[src/rtl/alu_pkg.sv]
// Shared opcodes, FSM state encoding and default widths for the ALU execute stage.
package alu_pkg;

  localparam int ALU_WIDTH = 32;
  localparam int ALU_SHW   = 5;

  localparam logic [2:0] OP_ADD = 3'b000;
  localparam logic [2:0] OP_SUB = 3'b001;
  localparam logic [2:0] OP_AND = 3'b010;
  localparam logic [2:0] OP_OR  = 3'b011;
  localparam logic [2:0] OP_XOR = 3'b100;
  localparam logic [2:0] OP_SLL = 3'b101;
  localparam logic [2:0] OP_SRL = 3'b110;
  localparam logic [2:0] OP_SRA = 3'b111;

  typedef enum logic [1:0] {
    ST_IDLE  = 2'd0,
    ST_SHIFT = 2'd1,
    ST_DONE  = 2'd2
  } state_t;

  function automatic logic is_shift(input logic [2:0] op);
    return (op == OP_SLL) || (op == OP_SRL) || (op == OP_SRA);
  endfunction

endpackage

[src/rtl/alu_shift_iter.sv]
// One-bit-per-cycle shifter: shift register, down-counter, fill select and done flag.
// ALU_SRA_EN builds the sign-fill path for SRA; without it SRA shifts in zeros like SRL.
module alu_shift_iter
  import alu_pkg::*;
#(
  parameter int WIDTH = ALU_WIDTH,
  parameter int SHW   = ALU_SHW
) (
  input  logic             clk,
  input  logic             rst,
  input  logic             load,
  input  logic             step,
  input  logic [2:0]       op,
  input  logic [WIDTH-1:0] din,
  input  logic [SHW-1:0]   amt,
  output logic [WIDTH-1:0] nxt,
  output logic             done
);

  logic [WIDTH-1:0] sreg;
  logic [SHW-1:0]   cnt;
  logic             right;
  logic             fill;
`ifdef ALU_SRA_EN
  logic             arith;
`endif

  // NOTE: sreg is cleared with the control state so a discarded shift leaves no stale data behind.
  always_ff @(posedge clk) begin
    if (rst) begin
      sreg  <= '0;
      cnt   <= '0;
      right <= 1'b0;
`ifdef ALU_SRA_EN
      arith <= 1'b0;
`endif
    end else if (load) begin
      // NOTE: <= throughout, so every flop here samples the values from before the edge.
      sreg  <= din;
      cnt   <= amt;
      right <= (op != OP_SLL);
`ifdef ALU_SRA_EN
      arith <= (op == OP_SRA);
`endif
    end else if (step) begin
      sreg <= nxt;
      cnt  <= cnt - SHW'(1);
    end
  end

`ifdef ALU_SRA_EN
  // Repeating the current MSB each step keeps the captured sign bit.
  assign fill = arith & sreg[WIDTH-1];
`else
  assign fill = 1'b0;
`endif

  assign nxt  = right ? {fill, sreg[WIDTH-1:1]} : {sreg[WIDTH-2:0], 1'b0};
  assign done = (cnt == SHW'(1));

endmodule

[src/rtl/alu_exec_stage.sv]
// Registered execute stage: single-cycle ADD/SUB/logic, iterative shifts, result held until taken.
// ALU_SRA_EN selects sign-fill for opcode 111; otherwise it behaves exactly as SRL.
module alu_exec_stage
  import alu_pkg::*;
#(
  parameter int WIDTH = ALU_WIDTH,
  parameter int SHW   = ALU_SHW
) (
  input  logic             clk,
  input  logic             rst,
  input  logic             in_valid,
  output logic             in_ready,
  input  logic [2:0]       op,
  input  logic [WIDTH-1:0] in1,
  input  logic [WIDTH-1:0] in2,
  output logic             out_valid,
  input  logic             out_ready,
  output logic [WIDTH-1:0] res,
  output logic             zero,
  output logic             carry
);

  state_t           state;
  state_t           state_nxt;
  logic             load;
  logic             step;
  logic             cap;
  logic [WIDTH-1:0] res_d;
  logic             carry_d;
  logic [WIDTH-1:0] alu_res;
  logic             alu_carry;
  logic [WIDTH-1:0] addend;
  logic [WIDTH:0]   sum;
  logic [WIDTH-1:0] shift_nxt;
  logic             shift_done;
  logic [SHW-1:0]   amt;

  assign amt = in2[SHW-1:0];

  // SUB reuses the adder as in1 + ~in2 + 1, so carry-out doubles as no-borrow.
  always_comb begin
    addend    = (op == OP_SUB) ? ~in2 : in2;
    sum       = {1'b0, in1} + {1'b0, addend} + {{WIDTH{1'b0}}, (op == OP_SUB)};
    alu_res   = in1;
    alu_carry = 1'b0;
    case (op)
      OP_ADD, OP_SUB: begin
        alu_res   = sum[WIDTH-1:0];
        alu_carry = sum[WIDTH];
      end
      OP_AND:  alu_res = in1 & in2;
      OP_OR:   alu_res = in1 | in2;
      OP_XOR:  alu_res = in1 ^ in2;
      default: alu_res = in1;  // shift by zero passes the source through
    endcase
  end

  // NOTE: every signal written here gets a default first, so no branch can infer a latch.
  always_comb begin
    state_nxt = state;
    load      = 1'b0;
    step      = 1'b0;
    cap       = 1'b0;
    res_d     = alu_res;
    carry_d   = alu_carry;
    case (state)
      ST_IDLE: begin
        if (in_valid) begin
          if (is_shift(op) && (amt != '0)) begin
            load      = 1'b1;
            state_nxt = ST_SHIFT;
          end else begin
            cap       = 1'b1;
            state_nxt = ST_DONE;
          end
        end
      end
      ST_SHIFT: begin
        step    = 1'b1;
        res_d   = shift_nxt;
        carry_d = 1'b0;
        if (shift_done) begin
          cap       = 1'b1;
          state_nxt = ST_DONE;
        end
      end
      ST_DONE: begin
        if (out_ready) state_nxt = ST_IDLE;
      end
      default: state_nxt = ST_IDLE;
    endcase
  end

  always_ff @(posedge clk) begin
    if (rst) state <= ST_IDLE;
    else     state <= state_nxt;
  end

  // Flags are captured with the result so they stay coherent while the result is held.
  always_ff @(posedge clk) begin
    if (rst) begin
      res   <= '0;
      zero  <= 1'b0;
      carry <= 1'b0;
    end else if (cap) begin
      res   <= res_d;
      zero  <= (res_d == '0);
      carry <= carry_d;
    end
  end

  assign in_ready  = (state == ST_IDLE) && !rst;
  assign out_valid = (state == ST_DONE);

  alu_shift_iter #(
    .WIDTH(WIDTH),
    .SHW  (SHW)
  ) u_shift (
    .clk (clk),
    .rst (rst),
    .load(load),
    .step(step),
    .op  (op),
    .din (in1),
    .amt (amt),
    .nxt (shift_nxt),
    .done(shift_done)
  );

endmodule
[config.mk]
export PLATFORM = sky130hd
export DESIGN_NAME = alu_exec_stage
export DESIGN_NICKNAME = d
export VERILOG_FILES = /design/src/rtl/alu_pkg.sv /design/src/rtl/alu_shift_iter.sv /design/src/rtl/alu_exec_stage.sv
export SDC_FILE = /design/constraint.sdc
export NUM_CORES = 1
export LEC_CHECK = 0
export ABC_AREA = 1
export CAP_MARGIN = 5
export CORE_ASPECT_RATIO = 0.7
export CORE_MARGIN = 2
export CORE_UTILIZATION = 35
export CTS_CLUSTER_SIZE = 10
export DETAILED_ROUTE_END_ITERATION = 8
export GPL_TIMING_DRIVEN = 0
export PLACE_DENSITY = 0.59
export SLEW_MARGIN = 0
export SYNTH_ARGS = -nofsm -noshare
export SYNTH_HDL_FRONTEND = slang
export SYNTH_SLANG_ARGS = --single-unit
[constraint.sdc]
create_clock -name clk -period 3.8 [get_ports clk]
set_clock_uncertainty 0.15 [all_clocks]
set_input_delay 0.95 -clock clk [delete_from_list [all_inputs] [get_ports clk]]
set_output_delay 0.95 -clock clk [all_outputs]
set_load 0.02 [all_outputs]
==> metrics <==
Fin. Hold Viols 0; Port Buf Inserts 106; layout cells sized above 1 0.164; Crit Path Class input pin to flop; largest family of logic cells by synthesized area simple AND/OR/NAND/NOR gates; synthesized net count between 1500 and 2000; CP dominant cell by count nand2_1; NetSw 1450 uW; die width 190 um; CTS max path bufs 2; dpl ws -1.51 ns; Final period util 1.00; main flop type after synthesis dfxtp_1; Total Routed Length approximately 35000 um; commonest non-fill, non-tap cell in the layout nand2_1; PwrDens approximately 300 mW/mm^2; total congestion overflow 0; worst hold start zero; register area share after synthesis 0.176; Startpoint Class input pin; outcome finished with violations; Layout Cells excl Fill about 1900; TritonCTS Buffers 9; busiest layer in global routing met1; DRC 0; number of diodes 0; Rel. slew slack 0.449; root buf cell clkbuf_16; Global Route Usage Sum 0.266; max-cap violations 0; post-synthesis mux area share 0; post-synthesis adder-cell area fraction 0.158; Tot Pwr about 3500 uW; dpl cells ~1800; Least-Margin Pin Slew a little over 0.8 ns; final setup fails 1; fmax about 260 MHz; Worst R2R Start state[1]; Fillers 2412; max incr delay on CP slightly below 0.4 ns; Reg clk slew, reported paths 0.06 ns; Crit-path slowest cell ha_1; ys async rst share 0; Worst Hold Class flop to flop; met2 usage in global routing 0.389; first-pass GRT wire length just over 50000 um; H-tree levels 3; antenna violations before repair 0; DR vias/cell between 5 and 6; largest net degree at the start of global routing 14; Synth Area in Simple Gates 0.264; cell count after synthesis 1390; failing checks setup timing; Crit. Startpoint op[2]; switching share of power 0.417; synthesized flop and latch total 74; Sequential Power Share 0.260; Cell Chain, Critical Path buf_2, inv_2, nand3_4, buf_12, buf_12, xor2_1, ha_1, nand2_2, buf_4, nor2_2, nand2_1, nand2_2, nand3b_1, nand3_1, nand2_1, nand3_2, nand2_1, nand2_1, nand2_2, nor2_1, nand2_1, nor2_1, nand3_1, a21oi_1; met3 Use GR 0.0406; commonest non-fill, non-tap cells in the layout nand2_1, inv_1, o21ai_0, clkdlybuf4s50_1, ha_1; row count 47; max-slew violations 0; Final HPWL DP between 20000 and 30000 um; clk_lat worst skew 0.34 ns; CTS sink count 74; Leakage approximately 0.0055 uW; Required @ worst endpoint 3.92 ns; r2r setup slk roughly 0.9 ns; CTS tree built; core area 0.0236 sq mm; I/O pin cnt 107; Clock Power Share 0.254; Post-Synth XOR/XNOR Area 0.0343; worst setup margin -0.0162 ns; Worst Setup End Kind flop; final setup TNS -0.0162 ns; Synth Area in Compound Gates 0.232; Die Ht approximately 130 um; cts hold-fix bufs 0; Routed WL per cell about 19 um; Placer Congestion approximately 0.97; met1 Resource Use GR 0.410; Yosys warnings 0; RSZ-0062 raised after global routing true; Comb power frac 0.486; Synth cell types between 40 and 50; 1st-iter DRT viols around 1100; Initial Util 0.357; number of routed nets with antenna violations 0; Initial DRT Pass Iterations 8; Core Util, Final 0.486; Max VDD drop roughly 240 uV; P_int approximately 2000 uW; Max Fanout on Critical Path 7; Final Net Count 1719; vias in the first global route approximately 9000; Syn Area/Cell slightly above 6 sq um; vias after detailed routing around 10000; die area ~0.025 sq mm; minimum clock period around 3.8 ns; CP arrival roughly 3.9 ns; Post-synth EDFFs 0; post-synthesis cell area 0.00844 sq mm; layout overhead on the synthesized area 36.1%
cells by family (layout without fill, tap and decap cells):
| family | after synthesis | count (layout) |
|---|---|---|
| compound gates | 337 | 337 |
| xor+xnor | 33 | 33 |
| fa+ha+maj | 106 | 106 |
| buf+inv | 304 | 461 |
| flops | 74 | 74 |
| simple gates | 536 | 536 |
through the flow:
| step | hold WS (ns) | instance area [sq um] |
|---|---|---|
| floorplan | 0.304 | 8440 |
| global placement | 0.317 | 9900 |
| detailed placement | 0.316 | 9900 |
| CTS | 0.325 | 10700 |
| global route | 0.364 | 11500 |
| finish | 0.317 | 11500 |
layer usage:
metal  vias up  part of all wire  wire [um]
met5         -                 0          0
met4         0             0.015        513
met3        36              0.10       3590
met2       490              0.41      14200
met1      4686              0.48      16700
li1       4829                 -          -
final timing paths:
path	cells past startpoint	end
hold / removal	2	zero
setup / recovery	24	zero
setup reg to reg	7	carry
hold reg to reg	2	zero
flip-flops by register name, indices dropped and copies added (netlist names):
| register | cells |
|---|---|
| u_shift.sreg | 32 |
| res | 32 |
| state | 2 |
| u_shift.right | 1 |
| u_shift.cnt | 5 |
| zero | 1 |
| carry | 1 |
worst max-delay path, delay by kind of cell:
| kind | cells | cell delay (ns) |
|---|---|---|
| and+or+nand+nor | 16 | 1.62 |
| adders and majority gates | 1 | 0.39 |
| xor gates and xnor gates | 1 | 0.14 |
| AOI/OAI and AO/OA | 1 | 0.13 |
| buffers and inverters | 5 | 0.69 |
synth_stat cells (4+ instances only):
master / n / area, sq um
nor2_1: 97 / 364
buf_2: 5 / 25.0
nor3_1: 9 / 45.0
nand3b_1: 5 / 37.5
nand4_1: 11 / 68.8
nand3_1: 85 / 425
a211oi_1: 13 / 97.6
a31oi_1: 24 / 150
o21bai_1: 22 / 165
dfxtp_1: 74 / 1480
o21ai_0: 132 / 661
xor2_1: 33 / 289
nand2_1: 313 / 1170
inv_1: 230 / 863
ha_1: 105 / 1310
clkbuf_1: 47 / 176
inv_2: 13 / 48.8
buf_1: 6 / 22.5
o21ai_1: 24 / 120
o211ai_1: 16 / 120
a21oi_1: 72 / 360
a221oi_1: 17 / 149
a21boi_1: 4 / 30.0
power by group through the flow:
| stage | combinational (uW) | sequential [uW] | clock [uW] |
|---|---|---|---|
| floorplan | 813 | 951 | 0 |
| global placement | 1350 | 917 | 0 |
| detailed placement | 1370 | 916 | 0 |
| CTS | 1480 | 900 | 890 |
| global route | 1840 | 910 | 932 |
| finish | 1690 | 901 | 883 |
area by class of cell:
type	count	area (sq um)	area share
Inverter	246	928	0.0809
Tap cell	318	398	0.0347
Buffer	58	273	0.0238
Clock buffer	10	239	0.0208
Sequential cell	74	1480	0.129
Timing Repair Buffer	141	1390	0.121
Multi-Input combinational cell	1012	6710	0.584
Clock inverter	6	66.3	0.00578
timing repair:
action,4_1_cts,5_1_grt
setup endpoints to repair,31,8
cloned,1,1
hold endpoints to repair,0,0
buffers inserted,18,15
resized for setup,111,149
pin swaps,34,71
Power figures use the tool's default switching activity.
